`src/rtl/ara_pkg.sv`:
```
// Shared Ara types: element width and the ring transfer command consumed by
// the per-cluster ring transfer sequencer.
package ara_pkg;

  localparam int unsigned ELEN         = 64;
  localparam int unsigned RingCntWidth = 16;

  typedef logic [ELEN-1:0] elen_t;

  // dir: 0 = left / slidedown, 1 = right
  typedef struct packed {
    logic                    dir;
    logic                    bypass;
    logic [RingCntWidth-1:0] len;
  } ring_cmd_t;

endpackage

```
`src/rtl/ring_xfer_ctrl.sv`:
```
// Sequencer between the SLDU and its ring_router: one configuration pulse per
// command, then exactly len words out to the ring and len words back in.
module ring_xfer_ctrl
  import ara_pkg::*;
#(
  parameter int unsigned DataWidth = $bits(elen_t),
  parameter int unsigned CntWidth  = RingCntWidth
) (
  input  logic                 clk_i,
  input  logic                 rst_i,
  input  logic                 cmd_valid_i,
  output logic                 cmd_ready_o,
  input  ring_cmd_t            cmd_i,
  input  logic [DataWidth-1:0] src_data_i,
  input  logic                 src_valid_i,
  output logic                 src_ready_o,
  output logic [DataWidth-1:0] dst_data_o,
  output logic                 dst_valid_o,
  input  logic                 dst_ready_i,
  output logic                 ring_dir_o,
  output logic                 ring_bypass_o,
  output logic                 ring_conf_valid_o,
  output logic [DataWidth-1:0] ring_tx_data_o,
  output logic                 ring_tx_valid_o,
  input  logic                 ring_tx_ready_i,
  input  logic [DataWidth-1:0] ring_rx_data_i,
  input  logic                 ring_rx_valid_i,
  output logic                 ring_rx_ready_o,
  output logic                 busy_o,
  output logic                 done_o
);

  localparam logic [1:0] IDLE = 2'd0;
  localparam logic [1:0] CONF = 2'd1;
  localparam logic [1:0] XFER = 2'd2;
  localparam logic [1:0] DONE = 2'd3;

  logic [1:0]          state_q, state_d;
  logic [CntWidth-1:0] tx_cnt_q, tx_cnt_d;
  logic [CntWidth-1:0] rx_cnt_q, rx_cnt_d;
  logic [CntWidth-1:0] len_q;
  logic                dir_q, bypass_q;
  logic                in_xfer, tx_open, rx_open;
  logic                tx_fire, rx_fire, cmd_fire;

  // Each path closes on its own once its counter reaches len_q, so the
  // counters saturate and the router never sees an extra beat.
  assign in_xfer  = (state_q == XFER);
  assign tx_open  = in_xfer && (tx_cnt_q < len_q);
  assign rx_open  = in_xfer && (rx_cnt_q < len_q);
  assign cmd_fire = cmd_valid_i && cmd_ready_o;

  assign cmd_ready_o       = (state_q == IDLE);
  assign ring_conf_valid_o = (state_q == CONF);
  assign done_o            = (state_q == DONE);
  assign busy_o            = (state_q != IDLE);
  assign ring_dir_o        = dir_q;
  assign ring_bypass_o     = bypass_q;

  assign ring_tx_data_o  = src_data_i;
  assign ring_tx_valid_o = src_valid_i && tx_open;
  assign src_ready_o     = ring_tx_ready_i && tx_open;
  assign tx_fire         = src_valid_i && ring_tx_ready_i && tx_open;

  assign dst_data_o      = ring_rx_data_i;
  assign dst_valid_o     = ring_rx_valid_i && rx_open;
  assign ring_rx_ready_o = dst_ready_i && rx_open;
  assign rx_fire         = ring_rx_valid_i && dst_ready_i && rx_open;

  assign tx_cnt_d = tx_cnt_q + {{(CntWidth-1){1'b0}}, tx_fire};
  assign rx_cnt_d = rx_cnt_q + {{(CntWidth-1){1'b0}}, rx_fire};

  always_comb begin
    state_d = state_q;
    case (state_q)
      IDLE: if (cmd_fire) state_d = CONF;
      CONF: state_d = (bypass_q || (len_q == '0)) ? DONE : XFER;
      XFER: if ((tx_cnt_d == len_q) && (rx_cnt_d == len_q)) state_d = DONE;
      DONE: state_d = IDLE;
      default: state_d = IDLE;
    endcase
  end

  always_ff @(posedge clk_i or posedge rst_i) begin
    if (rst_i) begin
      state_q  <= IDLE;
      tx_cnt_q <= '0;
      rx_cnt_q <= '0;
      len_q    <= '0;
      dir_q    <= 1'b0;
      bypass_q <= 1'b0;
    end else begin
      state_q <= state_d;
      if (cmd_fire) begin
        dir_q    <= cmd_i.dir;
        bypass_q <= cmd_i.bypass;
        len_q    <= CntWidth'(cmd_i.len);
        tx_cnt_q <= '0;
        rx_cnt_q <= '0;
      end else begin
        tx_cnt_q <= tx_cnt_d;
        rx_cnt_q <= rx_cnt_d;
      end
    end
  end

endmodule

```
`config.mk`:
```
export PLATFORM = sky130hd
export DESIGN_NAME = ring_xfer_ctrl
export DESIGN_NICKNAME = d
export VERILOG_FILES = /design/src/rtl/ara_pkg.sv /design/src/rtl/ring_xfer_ctrl.sv
export SDC_FILE = /design/constraint.sdc
export NUM_CORES = 1
export LEC_CHECK = 0
export BUFFER_PORTS_ARGS = -buffer_cell sky130_fd_sc_hd__buf_2
export CAP_MARGIN = 0
export CORE_AREA = 2 2 113 115
export CTS_BUF_LIST = sky130_fd_sc_hd__clkbuf_8
export CTS_CLUSTER_DIAMETER = 200
export DETAILED_ROUTE_END_ITERATION = 10
export DIE_AREA = 0 0 115 117
export GPL_TIMING_DRIVEN = 0
export PLACE_DENSITY_LB_ADDON = 0.25
export REMOVE_ABC_BUFFERS = 1
export SYNTH_ARGS = -nofsm -noshare
export SYNTH_HDL_FRONTEND = slang
export SYNTH_SLANG_ARGS = --single-unit
```
`constraint.sdc`:
```
create_clock -name clk_i -period 10.6 [get_ports clk_i]
set_input_delay 1.59 -clock clk_i [delete_from_list [all_inputs] [get_ports clk_i]]
set_output_delay 1.59 -clock clk_i [all_outputs]
set_load 0.02 [all_outputs]
```
==> results of run 1 <==
cell usage in the layout, fill, tap and decap left out, drive strengths merged, types with 9 or more instances in the layout:
cell   instances
and2          10
nor3          11
nand2         50
a21oi         15
a21o           9
nand3         12
dfrtp         52
xor2          15
o21ai         25
buf           36
inv           29
ha            38
nand4         17
nor4          13
xnor2         22
nor2          39
registers in the layout, indices dropped and copies added (netlist names):
| name | flops |
|---|---|
| tx_cnt_q | 16 |
| ring_bypass_o | 1 |
| len_q | 16 |
| rx_cnt_q | 16 |
| ring_dir_o | 1 |
| state_q | 2 |
worst max-delay path, delay by kind of cell, from the launching register on:
kind / cells / cell delay (ns)
flops: 1 / 0.51
simple gates: 4 / 1.35
mux: 1 / 0.32
compound gates: 10 / 2.51
fa+ha+maj: 2 / 0.64
power breakdown:
| part | internal (µW) | switching, µW | leakage [µW] |
|---|---|---|---|
| Clock | 70.1 | 74.6 | 0.0000541 |
| Combinational | 180 | 236 | 0.00133 |
| Sequential | 244 | 78.1 | 0.000690 |
worst paths after layout:
| check | start | endpoint | slack (ns) | cells after the start |
|---|---|---|---|---|
| min reg2reg | ring_dir_o | ring_dir_o | 0.49 | 2 |
| max in group asynchronous | rst_i | len_q[0] | 8.75 | 3 |
| max reg2reg | tx_cnt_q[1] | state_q[1] | 5.14 | 17 |
| max | tx_cnt_q[1] | state_q[1] | 5.14 | 17 |
| min in group asynchronous | rst_i | len_q[11] | 1.30 | 2 |
| min | ring_dir_o | ring_dir_o | 0.49 | 2 |
cell families after synthesis:
group	count (synthesis)	share of synthesized area [%]
multiplexers	6	1.24
AO/OA/AOI/OAI	90	12.5
adder cells (fa/ha/maj)	38	9.65
buffers and inverters	176	23.3
XOR/XNOR	38	7.03
AND/OR/NAND/NOR	181	19.9
flip-flops	52	26.4
metrics by stage:
| step | hold slack [ns] | instance area, µm² | setup WS [ns] | cells |
|---|---|---|---|---|
| 3_5_place_dp | 0.466 | 4290 | 5.13 | 620 |
| 5_1_grt | 0.544 | 4400 | 4.89 | 628 |
| 2_1_floorplan | 0.525 | 3890 | 6.19 | 434 |
| 6_report | 0.488 | 4400 | 5.14 | 628 |
| 3_3_place_gp | 0.462 | 4250 | 5.17 | 618 |
| 4_1_cts | 0.494 | 4400 | 5.11 | 628 |
layer usage:
metal / part of all wire (%) / up-vias
met2: 41 / 238
met4: 5.7 / 2
met1: 34 / 1768
met3: 19 / 50
li1: - / 1670
met5: 0.25 / -
area by class of cell:
class	instances	area, µm²	area share (%)
multi-input cells	353	2480	56.4
flip-flops and latches	52	1300	29.6
repair buffers	36	210	4.78
well taps	150	188	4.27
inverters	29	109	2.48
clock buffers	5	68.8	1.56
clock inverters	3	42.5	0.967
==> report_table.html, run 1 <==
<table>
<tr><th>Metric</th><th>Value</th></tr>
<tr><th colspan="2">Clock tree</th></tr>
<tr><td>Clock-pin slew on the worst setup and hold paths</td><td>0.10 ns</td></tr>
<tr><td>Number of instances resized during post-cts repair</td><td>0</td></tr>
<tr><td>Sinks on Clock Net</td><td>between 50 and 60</td></tr>
<tr><td>Number of buffers inserted by hold repair at cts</td><td>0</td></tr>
<tr><td>Inserted Clock Buffers</td><td>5</td></tr>
<tr><td>CTS Buffer Depth</td><td>2</td></tr>
<tr><td>CTS HTree Levels</td><td>2</td></tr>
<tr><td>Latest clock arrival within the worst-skew pair</td><td>between 0.3 and 0.4 ns</td></tr>
<tr><td>CTS root buf</td><td>sky130_fd_sc_hd__clkbuf_8</td></tr>
<tr><td>TritonCTS clock tree</td><td>yes</td></tr>
<tr><td>Post-CTS Setup Repair Bufs</td><td>0</td></tr>
<tr><th colspan="2">STA</th></tr>
<tr><td>Count of final hold-check violations</td><td>0</td></tr>
<tr><td>Period minus WS final</td><td>5.46 ns</td></tr>
<tr><td>Clock Skews</td><td>roughly 0.0062 ns</td></tr>
<tr><td>Final worst path period share</td><td>approximately half</td></tr>
<tr><td>Total negative setup slack</td><td>0 ns</td></tr>
<tr><td>Final count of pins violating max slew</td><td>0</td></tr>
<tr><td>Worst slew pin tran</td><td>between 0.6 and 0.7 ns</td></tr>
<tr><td>Max Clk Rate</td><td>roughly 0.18 GHz</td></tr>
<tr><td>Slew margin rel.</td><td>between 50% and 60%</td></tr>
<tr><td>Final setup violation count</td><td>0</td></tr>
<tr><td>Unrepaired setup endpoints after global routing</td><td>no</td></tr>
<tr><th colspan="2">Setup path</th></tr>
<tr><td>Kind of end point of the critical path</td><td>flop</td></tr>
<tr><td>Chain of cells forming the critical path</td><td>ha_1, a21o_1, a21o_1, a211oi_1, o211ai_1, a21oi_1, o21bai_1, a21oi_1, ha_1, nand4_1, nor4_2, nor2_1, a211oi_1, o2111ai_1, nor4_2, o221a_2, mux2_1</td></tr>
<tr><td>Critical path's largest stage delay</td><td>about 0.54 ns</td></tr>
<tr><td>Highest-delay cell along the critical path</td><td>sky130_fd_sc_hd__nor4_2</td></tr>
<tr><td>Crit path launch type</td><td>flop</td></tr>
<tr><td>Endpoint arrival time on the critical path</td><td>approximately 5.7 ns</td></tr>
<tr><td>Type of the setup path with the least slack</td><td>reg -&gt; reg</td></tr>
<tr><td>Required time of the critical path</td><td>10.82 ns</td></tr>
<tr><td>Crit Path Max Fanout</td><td>8</td></tr>
<tr><th colspan="2">Global route</th></tr>
<tr><td>Antenna violations before repair</td><td>0</td></tr>
<tr><td>Grt met1 use</td><td>about a third</td></tr>
<tr><td>Number of global-route vias before repair</td><td>between 3,000 and 4,000</td></tr>
<tr><td>Gr busiest metal</td><td>met2</td></tr>
<tr><td>Residual overflow from global routing</td><td>0</td></tr>
<tr><td>Wire length of the first global-routing pass</td><td>between 20,000 and 30,000 µm</td></tr>
<tr><td>Global Route Usage Sum</td><td>between 30% and 40%</td></tr>
<tr><td>GR met3 Demand/Resource</td><td>approximately a quarter</td></tr>
<tr><td>Largest net degree at the start of global routing</td><td>35</td></tr>
<tr><td>Global-route track usage on met2</td><td>approximately two fifths</td></tr>
<tr><th colspan="2">Floorplanning</th></tr>
<tr><td>Io pins</td><td>a little under 300</td></tr>
<tr><td>Starting Density</td><td>about 40%</td></tr>
<tr><td>Die outline height</td><td>between 100 and 150 µm</td></tr>
<tr><td>Floorplan die area</td><td>around 0.013 mm²</td></tr>
<tr><td>Row count</td><td>41</td></tr>
<tr><td>Placeable core region</td><td>between 0.01 and 0.015 mm²</td></tr>
<tr><td>Chip width</td><td>~120 µm</td></tr>
<tr><th colspan="2">Drt</th></tr>
<tr><td>Count of nets left with antenna violations after detail routing</td><td>0</td></tr>
<tr><td>Detailed router's first-iteration violation count</td><td>approximately 160</td></tr>
<tr><td>Wirelength per Cell</td><td>roughly 33 µm</td></tr>
<tr><td>Residual DRC</td><td>0</td></tr>
<tr><td>Pre-Repair DR Iteration Count</td><td>4</td></tr>
<tr><td>Total wire length after detailed routing</td><td>20,900 µm</td></tr>
<tr><td>DR vias</td><td>3,728</td></tr>
<tr><td>DR vias/cell</td><td>approximately 5.9</td></tr>
<tr><th colspan="2">Pwr</th></tr>
<tr><td>Leakage power summed over all cells</td><td>between 0.002 and 0.0025 µW</td></tr>
<tr><td>Pwr Total</td><td>882 µW</td></tr>
<tr><td>Peak ir drop on the vdd network</td><td>between 100 and 150 µV</td></tr>
<tr><td>Cell Pwr Density</td><td>201 mW/mm²</td></tr>
<tr><th colspan="2">Synth</th></tr>
<tr><td>Cell types with the largest area share after synthesis</td><td>sky130_fd_sc_hd__dfrtp_1, sky130_fd_sc_hd__buf_4, sky130_fd_sc_hd__ha_1</td></tr>
<tr><td>Post-synth cell types</td><td>58</td></tr>
<tr><td>Most used standard cell by instance count after synthesis</td><td>sky130_fd_sc_hd__buf_4</td></tr>
<tr><td>Synthesized instance count</td><td>roughly 580</td></tr>
<tr><td>Area fraction of the dominant cell type after synthesis</td><td>a little over a quarter</td></tr>
<tr><td>Yosys top cell by area</td><td>sky130_fd_sc_hd__dfrtp_1</td></tr>
<tr><td>Top cell types by occurrence after synthesis</td><td>sky130_fd_sc_hd__buf_4, sky130_fd_sc_hd__dfrtp_1, sky130_fd_sc_hd__nand2_1</td></tr>
<tr><td>Fraction of registers with async set or reset after synthesis</td><td>between 90% and 100%</td></tr>
<tr><td>Ys flop type</td><td>sky130_fd_sc_hd__dfrtp_1</td></tr>
<tr><td>Portion of the post-synthesis area used by sequential elements</td><td>between 20% and 30%</td></tr>
<tr><td>Yosys reg bits</td><td>52</td></tr>
<tr><td>YS warnings</td><td>0</td></tr>
<tr><td>Avg Synthesized Cell Area</td><td>about 8.5 µm²</td></tr>
<tr><td>Number of enable flip-flop cells after synthesis</td><td>0</td></tr>
<tr><td>Mapped cell area</td><td>between 0.004 and 0.005 mm²</td></tr>
<tr><th colspan="2">Outcome</th></tr>
<tr><td>Outcome</td><td>complete, no violations</td></tr>
<tr><th colspan="2">Finish</th></tr>
<tr><td>Share of post-route cells with drive strength above 1</td><td>around an eighth</td></tr>
<tr><td>Fill count</td><td>1,280</td></tr>
<tr><td>Final net count</td><td>about 670</td></tr>
<tr><td>Utilization of the core after routing</td><td>a little over a third</td></tr>
<tr><td>ANT cells</td><td>0</td></tr>
<tr><td>Area grow syn2layout</td><td>-10.8%</td></tr>
<tr><th colspan="2">Min path</th></tr>
<tr><td>Path type of the worst min-delay path</td><td>reg -&gt; reg</td></tr>
<tr><th colspan="2">Placed design</th></tr>
<tr><td>HPWL after detailed placement</td><td>about 17,000 µm</td></tr>
<tr><td>Count of input and output buffers</td><td>34</td></tr>
<tr><td>Weighted congestion reported at the end of routability-driven placement</td><td>~0.83</td></tr>
<tr><th colspan="2">Job</th></tr>
<tr><td>Max cap viols</td><td>0</td></tr>
</table>
No activity file was read; power rests on OpenSTA's default activity.
==> run 2, diff against run 1 <==
--- a/config.mk
+++ b/config.mk
@@ -5,6 +5,7 @@
 export SDC_FILE = /design/constraint.sdc
 export NUM_CORES = 1
 export LEC_CHECK = 0
+export ABC_AREA = 1
 export BUFFER_PORTS_ARGS = -buffer_cell sky130_fd_sc_hd__buf_2
 export CAP_MARGIN = 0
 export CORE_AREA = 2 2 113 115
==> constraint.sdc (replaced) <==
create_clock -name clk_i -period 4.75 [get_ports clk_i]
set_input_delay 0.7125 -clock clk_i [delete_from_list [all_inputs] [get_ports clk_i]]
set_output_delay 0.7125 -clock clk_i [all_outputs]
set_load 0.02 [all_outputs]
==> report_table.html, run 2 <==
<table>
<tr><th>Metric</th><th>Value</th></tr>
<tr><th colspan="2">Finish</th></tr>
<tr><td>ANT cells</td><td>0</td></tr>
<tr><td>Utilization of the core after routing</td><td>a little over a third</td></tr>
<tr><td>Share of post-route cells with drive strength above 1</td><td>8.75%</td></tr>
<tr><td>Largest registers</td><td>len_q (16), rx_cnt_q (16), tx_cnt_q (16)</td></tr>
<tr><td>Final net count</td><td>between 800 and 900</td></tr>
<tr><td>Combined area of the multi-input logic cells</td><td>~0.0023 mm²</td></tr>
<tr><td>Area grow syn2layout</td><td>-10.2%</td></tr>
<tr><td>Leading cell types in the layout, fill and taps excluded</td><td>sky130_fd_sc_hd__nand2_1, sky130_fd_sc_hd__inv_1, sky130_fd_sc_hd__nand3_1</td></tr>
<tr><td>Fill count</td><td>~1,300</td></tr>
<tr><td>FF/Latch Area</td><td>around 0.0013 mm²</td></tr>
<tr><td>Leading cell type in the layout, fill and taps excluded</td><td>sky130_fd_sc_hd__nand2_1</td></tr>
<tr><th colspan="2">Floorplanning</th></tr>
<tr><td>Floorplan die area</td><td>about 0.013 mm²</td></tr>
<tr><td>Starting Density</td><td>~40%</td></tr>
<tr><td>Row count</td><td>41</td></tr>
<tr><td>Die outline height</td><td>between 100 and 150 µm</td></tr>
<tr><td>Io pins</td><td>291</td></tr>
<tr><td>Chip width</td><td>roughly 120 µm</td></tr>
<tr><td>Placeable core region</td><td>0.0123 mm²</td></tr>
<tr><th colspan="2">Synth</th></tr>
<tr><td>Yosys top cell by area</td><td>sky130_fd_sc_hd__dfrtp_1</td></tr>
<tr><td>Yosys reg bits</td><td>between 50 and 60</td></tr>
<tr><td>Portion of the post-synthesis area used by sequential elements</td><td>a little over a quarter</td></tr>
<tr><td>Fraction of registers with async set or reset after synthesis</td><td>between 90% and 100%</td></tr>
<tr><td>Ys flop type</td><td>sky130_fd_sc_hd__dfrtp_1</td></tr>
<tr><td>Number of enable flip-flop cells after synthesis</td><td>0</td></tr>
<tr><td>Area fraction of the dominant cell type after synthesis</td><td>a little over a quarter</td></tr>
<tr><td>Top cell types by occurrence after synthesis</td><td>sky130_fd_sc_hd__nand2_1, sky130_fd_sc_hd__buf_4, sky130_fd_sc_hd__inv_1</td></tr>
<tr><td>Mapped cell area</td><td>a little under 0.005 mm²</td></tr>
<tr><td>Post-synth cell types</td><td>26</td></tr>
<tr><td>Synthesized instance count</td><td>around 710</td></tr>
<tr><td>Cell types with the largest area share after synthesis</td><td>sky130_fd_sc_hd__dfrtp_1, sky130_fd_sc_hd__buf_4, sky130_fd_sc_hd__nand2_1</td></tr>
<tr><td>YS warnings</td><td>0</td></tr>
<tr><td>Most used standard cell by instance count after synthesis</td><td>sky130_fd_sc_hd__nand2_1</td></tr>
<tr><td>Avg Synthesized Cell Area</td><td>slightly below 7 µm²</td></tr>
<tr><th colspan="2">Setup path</th></tr>
<tr><td>Critical path's largest stage delay</td><td>roughly 0.43 ns</td></tr>
<tr><td>Reg2reg setup slack</td><td>between 0.6 and 0.7 ns</td></tr>
<tr><td>Top Family by Delay on Critical Path</td><td>simple AND/OR/NAND/NOR gates</td></tr>
<tr><td>Cell repeated most along the worst path</td><td>sky130_fd_sc_hd__nand2_1</td></tr>
<tr><td>Required time of the critical path</td><td>4.97 ns</td></tr>
<tr><td>Source of the worst register-to-register timing path</td><td>len_q[9]</td></tr>
<tr><td>Endpoint arrival time on the critical path</td><td>roughly 4.3 ns</td></tr>
<tr><td>Crit path launch type</td><td>flop</td></tr>
<tr><td>Type of the setup path with the least slack</td><td>reg -&gt; reg</td></tr>
<tr><td>Combined buffer and inverter count along the critical path</td><td>1</td></tr>
<tr><td>Kind of end point of the critical path</td><td>flop</td></tr>
<tr><td>FF-to-FF path depth</td><td>23</td></tr>
<tr><td>Crit Path Max Fanout</td><td>11</td></tr>
<tr><td>Chain of cells forming the critical path</td><td>inv_1, ha_1, a21oi_1, o31ai_1, a21oi_1, nand3_1, nor3_1, ha_1, nand2_1, nor2_2, nand3_1, nand2_1, nand3_1, nand2_1, nand3_1, nor2_1, nand2_1, nor2_1, nand2_1, nand2_2, nand2_1, nand2_1, nand2_1</td></tr>
<tr><td>Highest-delay cell along the critical path</td><td>sky130_fd_sc_hd__dfrtp_1</td></tr>
<tr><td>FF-to-FF End</td><td>state_q[0]</td></tr>
<tr><th colspan="2">Global route</th></tr>
<tr><td>Wire length of the first global-routing pass</td><td>28,700 µm</td></tr>
<tr><td>Residual overflow from global routing</td><td>0</td></tr>
<tr><td>Global Route Usage Sum</td><td>30.7%</td></tr>
<tr><td>Largest net degree at the start of global routing</td><td>37</td></tr>
<tr><td>Antenna violations before repair</td><td>0</td></tr>
<tr><td>Number of global-route vias before repair</td><td>slightly below 4,000</td></tr>
<tr><th colspan="2">Pwr</th></tr>
<tr><td>Peak ir drop on the vdd network</td><td>between 300 and 400 µV</td></tr>
<tr><td>Fraction of power spent switching nets</td><td>a little under half</td></tr>
<tr><td>Sequential share of power</td><td>about a third</td></tr>
<tr><td>Leakage power summed over all cells</td><td>about 0.0023 µW</td></tr>
<tr><td>Cell Pwr Density</td><td>~410 mW/mm²</td></tr>
<tr><td>Power Internal</td><td>958 µW</td></tr>
<tr><td>Share of total power in combinational logic</td><td>between 40% and 50%</td></tr>
<tr><td>Switching Power</td><td>between 800 and 900 µW</td></tr>
<tr><td>Clock network power share</td><td>roughly 16%</td></tr>
<tr><th colspan="2">Placed design</th></tr>
<tr><td>Post-placement setup slack</td><td>0.696 ns</td></tr>
<tr><td>Count of input and output buffers</td><td>34</td></tr>
<tr><td>HPWL after detailed placement</td><td>approximately 18,000 µm</td></tr>
<tr><td>Weighted congestion reported at the end of routability-driven placement</td><td>slightly below 0.9</td></tr>
<tr><th colspan="2">Clock tree</th></tr>
<tr><td>TritonCTS clock tree</td><td>yes</td></tr>
<tr><td>CTS HTree Levels</td><td>2</td></tr>
<tr><td>CTS Buffer Depth</td><td>2</td></tr>
<tr><td>Number of instances resized during post-cts repair</td><td>0</td></tr>
<tr><td>Clock-pin slew on the worst setup and hold paths</td><td>approximately 0.12 ns</td></tr>
<tr><td>Post-CTS Setup Repair Bufs</td><td>0</td></tr>
<tr><td>CTS root buf</td><td>sky130_fd_sc_hd__clkbuf_8</td></tr>
<tr><td>Sinks on Clock Net</td><td>between 50 and 60</td></tr>
<tr><td>Latest clock arrival within the worst-skew pair</td><td>about 0.33 ns</td></tr>
<tr><td>Number of buffers inserted by hold repair at cts</td><td>0</td></tr>
<tr><td>Inserted Clock Buffers</td><td>5</td></tr>
<tr><th colspan="2">STA</th></tr>
<tr><td>Count of final hold-check violations</td><td>0</td></tr>
<tr><td>Clock Skews</td><td>roughly 0.018 ns</td></tr>
<tr><td>Total negative setup slack</td><td>0 ns</td></tr>
<tr><td>Final worst path period share</td><td>86.1%</td></tr>
<tr><td>Max Clk Rate</td><td>around 0.24 GHz</td></tr>
<tr><td>Slew margin rel.</td><td>50.4%</td></tr>
<tr><td>Unrepaired setup endpoints after global routing</td><td>no</td></tr>
<tr><td>Final count of pins violating max slew</td><td>0</td></tr>
<tr><td>Worst slew pin tran</td><td>0.743 ns</td></tr>
<tr><td>Period minus WS final</td><td>4.09 ns</td></tr>
<tr><td>Setup WS post-layout</td><td>between 0.6 and 0.7 ns</td></tr>
<tr><td>Final setup violation count</td><td>0</td></tr>
<tr><th colspan="2">Drt</th></tr>
<tr><td>Total wire length after detailed routing</td><td>about 21,000 µm</td></tr>
<tr><td>DR vias/cell</td><td>5.57</td></tr>
<tr><td>Detailed router's first-iteration violation count</td><td>280</td></tr>
<tr><td>DR vias</td><td>roughly 4,300</td></tr>
<tr><td>Wirelength per Cell</td><td>27.6 µm</td></tr>
<tr><td>Residual DRC</td><td>0</td></tr>
<tr><td>Count of nets left with antenna violations after detail routing</td><td>0</td></tr>
<tr><td>Pre-Repair DR Iteration Count</td><td>5</td></tr>
<tr><th colspan="2">Outcome</th></tr>
<tr><td>Outcome</td><td>complete, no violations</td></tr>
<tr><th colspan="2">Min path</th></tr>
<tr><td>Path type of the worst min-delay path</td><td>in -&gt; async</td></tr>
<tr><th colspan="2">Job</th></tr>
<tr><td>Max cap viols</td><td>0</td></tr>
</table>
## run 2: cell count changes in the layout (fill, tap and decap cells not counted), sizes merged, moves of 20 or more
cell / before / now
nor2: 39 / 68
nand3: 12 / 64
nand2: 50 / 183
inv: 29 / 77
xnor2: 22 / 2
## run 2: metrics by stage
stage               instance area, µm²  instances  hold slack, ns  power (µW)
floorplan                         3910        573           0.494        1240
global placement                  4270        757           0.462        1500
detailed placement                4310        759           0.470        1530
CTS                               4410        767           0.501        1820
global route                      4410        767           0.545        1980
finish                            4410        767           0.497        1820
## run 2: logic make-up after synthesis
kind of cell / after synthesis / share of synthesized area (%)
simple gates: 337 / 29.0
buf+inv: 212 / 26.1
compound gates: 63 / 6.93
flops: 52 / 26.5
fa+ha+maj: 38 / 9.69
xor+xnor: 7 / 1.81
## run 2: area by class of cell
| class | instances | area share [%] |
|---|---|---|
| multi-input combinational | 445 | 52.8 |
| tap | 150 | 4.26 |
| sequential | 52 | 29.5 |
| clock buffer | 6 | 1.87 |
| timing repair buffer | 36 | 4.77 |
| clock inverter | 2 | 0.256 |
| inverter | 76 | 6.48 |
## run 2: worst max path at each step
stage,cells after the start,slack [ns],start,end
after global routing,27,0.15,len_q[1],state_q[0]
after CTS,23,0.66,len_q[9],state_q[0]
final,23,0.66,len_q[9],state_q[0]
after detailed placement,23,0.70,len_q[9],state_q[0]
after global placement,23,0.76,len_q[9],state_q[0]
after floorplan,29,1.67,len_q[1],state_q[1]
## run 2: worst register-to-register path, delay by kind of cell (launching register included)
family | cells | cell delay, ns
adder cells (fa/ha/maj) | 2 | 0.54
AO/OA/AOI/OAI | 3 | 0.43
flip-flops | 1 | 0.43
AND/OR/NAND/NOR | 17 | 2.31
buffers and inverters | 1 | 0.24
## run 2: power by group through the flow
stage | Clock, µW | Combinational (µW) | Sequential, µW
4_1_cts | 296 | 893 | 634
6_report | 292 | 894 | 638
2_1_floorplan | 0 | 616 | 621
3_5_place_dp | 0 | 890 | 642
5_1_grt | 311 | 1020 | 649
3_3_place_gp | 0 | 856 | 642
## run 2: layer usage
layer / routed length [µm] / vias to the layer above / share of wire, % / global-route usage, %
met5: 104 / - / 0.49 / 8.15
li1: - / 1955 / - / -
met4: 597 / 4 / 2.8 / 8.92
met3: 4220 / 48 / 20 / 27.2
met2: 9270 / 291 / 44 / 46.2
met1: 6970 / 1978 / 33 / 30.8
==> run 3, diff against run 2 <==
--- a/config.mk
+++ b/config.mk
@@ -14,8 +14,9 @@
 export DETAILED_ROUTE_END_ITERATION = 10
 export DIE_AREA = 0 0 115 117
 export GPL_TIMING_DRIVEN = 0
-export PLACE_DENSITY_LB_ADDON = 0.25
+export PLACE_DENSITY_LB_ADDON = 0.1
 export REMOVE_ABC_BUFFERS = 1
+export SLEW_MARGIN = 5
 export SYNTH_ARGS = -nofsm -noshare
 export SYNTH_HDL_FRONTEND = slang
 export SYNTH_SLANG_ARGS = --single-unit
==> report_table.html, run 3 (same netlist as run 2, synthesis figures left out) <==
<table>
<tr><th>Metric</th><th>Value</th></tr>
<tr><th colspan="2">Drt</th></tr>
<tr><td>DR vias</td><td>between 4,000 and 5,000</td></tr>
<tr><td>Count of nets left with antenna violations after detail routing</td><td>0</td></tr>
<tr><td>Wirelength per Cell</td><td>27.6 µm</td></tr>
<tr><td>DR vias/cell</td><td>roughly 5.4</td></tr>
<tr><td>Pre-Repair DR Iteration Count</td><td>5</td></tr>
<tr><td>Total wire length after detailed routing</td><td>21,100 µm</td></tr>
<tr><td>Residual DRC</td><td>0</td></tr>
<tr><td>Detailed router's first-iteration violation count</td><td>~290</td></tr>
<tr><th colspan="2">Clock tree</th></tr>
<tr><td>CTS root buf</td><td>sky130_fd_sc_hd__clkbuf_8</td></tr>
<tr><td>Latest clock arrival within the worst-skew pair</td><td>about 0.32 ns</td></tr>
<tr><td>Clock-pin slew on the worst setup and hold paths</td><td>between 0.1 and 0.15 ns</td></tr>
<tr><td>CTS HTree Levels</td><td>2</td></tr>
<tr><td>TritonCTS clock tree</td><td>yes</td></tr>
<tr><td>Post-CTS Setup Repair Bufs</td><td>0</td></tr>
<tr><td>Inserted Clock Buffers</td><td>5</td></tr>
<tr><td>Sinks on Clock Net</td><td>52</td></tr>
<tr><td>CTS Buffer Depth</td><td>2</td></tr>
<tr><td>Number of buffers inserted by hold repair at cts</td><td>0</td></tr>
<tr><td>Number of instances resized during post-cts repair</td><td>0</td></tr>
<tr><th colspan="2">STA</th></tr>
<tr><td>Count of final hold-check violations</td><td>0</td></tr>
<tr><td>Unrepaired setup endpoints after global routing</td><td>no</td></tr>
<tr><td>Final count of pins violating max slew</td><td>0</td></tr>
<tr><td>Max Clk Rate</td><td>approximately 0.25 GHz</td></tr>
<tr><td>Slew margin rel.</td><td>between 60% and 70%</td></tr>
<tr><td>Final setup violation count</td><td>0</td></tr>
<tr><td>Clock Skews</td><td>0.00841 ns</td></tr>
<tr><td>Worst slew pin tran</td><td>roughly 0.53 ns</td></tr>
<tr><td>Setup WS post-layout</td><td>about 0.75 ns</td></tr>
<tr><td>Final worst path period share</td><td>84.2%</td></tr>
<tr><td>Period minus WS final</td><td>roughly 4 ns</td></tr>
<tr><td>Total negative setup slack</td><td>0 ns</td></tr>
<tr><th colspan="2">Floorplanning</th></tr>
<tr><td>Floorplan die area</td><td>~0.013 mm²</td></tr>
<tr><td>Die outline height</td><td>117 µm</td></tr>
<tr><td>Io pins</td><td>between 200 and 300</td></tr>
<tr><td>Row count</td><td>41</td></tr>
<tr><td>Starting Density</td><td>between 30% and 40%</td></tr>
<tr><td>Chip width</td><td>between 100 and 150 µm</td></tr>
<tr><td>Placeable core region</td><td>between 0.01 and 0.015 mm²</td></tr>
<tr><th colspan="2">Min path</th></tr>
<tr><td>Path type of the worst min-delay path</td><td>in -&gt; async</td></tr>
<tr><th colspan="2">Placed design</th></tr>
<tr><td>Weighted congestion reported at the end of routability-driven placement</td><td>between 0.8 and 0.9</td></tr>
<tr><td>Count of input and output buffers</td><td>34</td></tr>
<tr><td>Post-placement setup slack</td><td>between 0.7 and 0.8 ns</td></tr>
<tr><td>HPWL after detailed placement</td><td>roughly 18,000 µm</td></tr>
<tr><th colspan="2">Setup path</th></tr>
<tr><td>Crit Path Max Fanout</td><td>11</td></tr>
<tr><td>FF-to-FF End</td><td>state_q[1]</td></tr>
<tr><td>Reg2reg setup slack</td><td>~0.75 ns</td></tr>
<tr><td>Source of the worst register-to-register timing path</td><td>len_q[1]</td></tr>
<tr><td>Kind of end point of the critical path</td><td>flop</td></tr>
<tr><td>Endpoint arrival time on the critical path</td><td>~4.2 ns</td></tr>
<tr><td>Crit path launch type</td><td>flop</td></tr>
<tr><td>Required time of the critical path</td><td>about 5.0 ns</td></tr>
<tr><td>FF-to-FF path depth</td><td>27</td></tr>
<tr><td>Type of the setup path with the least slack</td><td>reg -&gt; reg</td></tr>
<tr><th colspan="2">Global route</th></tr>
<tr><td>Largest net degree at the start of global routing</td><td>46</td></tr>
<tr><td>Global Route Usage Sum</td><td>a little under a third</td></tr>
<tr><td>Number of global-route vias before repair</td><td>about 3,800</td></tr>
<tr><td>Residual overflow from global routing</td><td>0</td></tr>
<tr><td>Antenna violations before repair</td><td>0</td></tr>
<tr><td>Wire length of the first global-routing pass</td><td>~29,000 µm</td></tr>
<tr><th colspan="2">Finish</th></tr>
<tr><td>Leading cell type in the layout, fill and taps excluded</td><td>sky130_fd_sc_hd__nand2_1</td></tr>
<tr><td>Leading cell types in the layout, fill and taps excluded</td><td>sky130_fd_sc_hd__nand2_1, sky130_fd_sc_hd__inv_1, sky130_fd_sc_hd__nand3_1</td></tr>
<tr><td>Share of post-route cells with drive strength above 1</td><td>under 10%</td></tr>
<tr><td>Final net count</td><td>around 800</td></tr>
<tr><td>ANT cells</td><td>0</td></tr>
<tr><td>Area grow syn2layout</td><td>-10.6%</td></tr>
<tr><td>Largest registers</td><td>len_q (16), rx_cnt_q (16), tx_cnt_q (16)</td></tr>
<tr><td>Fill count</td><td>1,361</td></tr>
<tr><th colspan="2">Pwr</th></tr>
<tr><td>Sequential share of power</td><td>a little over a third</td></tr>
<tr><td>Switching Power</td><td>between 800 and 900 µW</td></tr>
<tr><td>Leakage power summed over all cells</td><td>around 0.0023 µW</td></tr>
<tr><td>Share of total power in combinational logic</td><td>49.9%</td></tr>
<tr><td>Fraction of power spent switching nets</td><td>around 48%</td></tr>
<tr><td>Power Internal</td><td>between 900 and 1000 µW</td></tr>
<tr><td>Cell Pwr Density</td><td>around 410 mW/mm²</td></tr>
<tr><td>Peak ir drop on the vdd network</td><td>~230 µV</td></tr>
<tr><td>Clock network power share</td><td>roughly 15%</td></tr>
<tr><th colspan="2">Outcome</th></tr>
<tr><td>Outcome</td><td>complete, no violations</td></tr>
<tr><th colspan="2">Job</th></tr>
<tr><td>Max cap viols</td><td>0</td></tr>
</table>
## run 3: layout make-up
type | count | area, µm² | area share, %
Clock buffer | 5 | 68.8 | 1.57
Sequential cell | 52 | 1300 | 29.6
Tap cell | 150 | 188 | 4.28
Multi-Input combinational cell | 445 | 2330 | 53.0
Inverter | 76 | 285 | 6.50
Clock inverter | 2 | 8.76 | 0.200
Timing Repair Buffer | 36 | 210 | 4.79
## run 3: how the worst max path moves through the flow
| stage | from | endpoint | slack [ns] | cells after the start |
|---|---|---|---|---|
| CTS | len_q[1] | state_q[1] | 0.72 | 27 |
| global route | len_q[1] | state_q[0] | 0.35 | 27 |
| global placement | len_q[9] | state_q[0] | 0.80 | 23 |
| finish | len_q[1] | state_q[1] | 0.75 | 27 |
| floorplan | len_q[1] | state_q[1] | 1.67 | 29 |
| detailed placement | len_q[1] | state_q[1] | 0.74 | 27 |
## run 3: metrics by stage
step | instances | total power, µW | hold slack [ns] | cell area, µm² | utilization (%)
2_1_floorplan | 573 | 1240 | 0.494 | 3910 | -
3_3_place_gp | 757 | 1530 | 0.465 | 4270 | 34.7
3_5_place_dp | 759 | 1560 | 0.468 | 4310 | 35.0
4_1_cts | 766 | 1830 | 0.427 | 4390 | 35.7
5_1_grt | 766 | 1990 | 0.431 | 4390 | 35.7
6_report | 766 | 1820 | 0.414 | 4390 | 35.7
## run 3: power by group through the flow
stage	Clock [µW]	Sequential, µW	Combinational, µW
floorplan	0	621	616
global placement	0	649	883
detailed placement	0	649	908
CTS	275	640	911
global route	294	656	1040
finish	266	644	905
## run 3: critical path: stages (launching register included)
cell	delay (ns)
sky130_fd_sc_hd__dfrtp_1	0.42
sky130_fd_sc_hd__inv_1	0.19
sky130_fd_sc_hd__ha_1	0.26
sky130_fd_sc_hd__o21ai_0	0.07
sky130_fd_sc_hd__nand2_1	0.07
sky130_fd_sc_hd__nand3_1	0.07
sky130_fd_sc_hd__nand2_1	0.06
sky130_fd_sc_hd__nand3_1	0.07
sky130_fd_sc_hd__a21oi_1	0.07
sky130_fd_sc_hd__o211ai_1	0.15
sky130_fd_sc_hd__nand3_1	0.17
sky130_fd_sc_hd__nor3_1	0.31
sky130_fd_sc_hd__ha_1	0.24
sky130_fd_sc_hd__nand2_1	0.10
sky130_fd_sc_hd__nor2_2	0.37
sky130_fd_sc_hd__nand3_2	0.18
sky130_fd_sc_hd__nand2_1	0.14
sky130_fd_sc_hd__nand2_1	0.06
sky130_fd_sc_hd__nand2_1	0.07
sky130_fd_sc_hd__nand2_1	0.08
sky130_fd_sc_hd__nor2_1	0.13
sky130_fd_sc_hd__nand3_1	0.11
sky130_fd_sc_hd__nor2_1	0.11
sky130_fd_sc_hd__nand2_1	0.11
sky130_fd_sc_hd__nand2_2	0.11
sky130_fd_sc_hd__nand2_1	0.08
sky130_fd_sc_hd__nand2_1	0.07
sky130_fd_sc_hd__nand2_1	0.05
## run 3: layer usage
metal	part of all wire (%)	global-route usage (%)	vias up
li1	-	-	1944
met1	33	32.0	1869
met2	41	43.2	292
met3	20	27.3	48
met4	4.7	13.8	2
met5	0.26	4.44	-
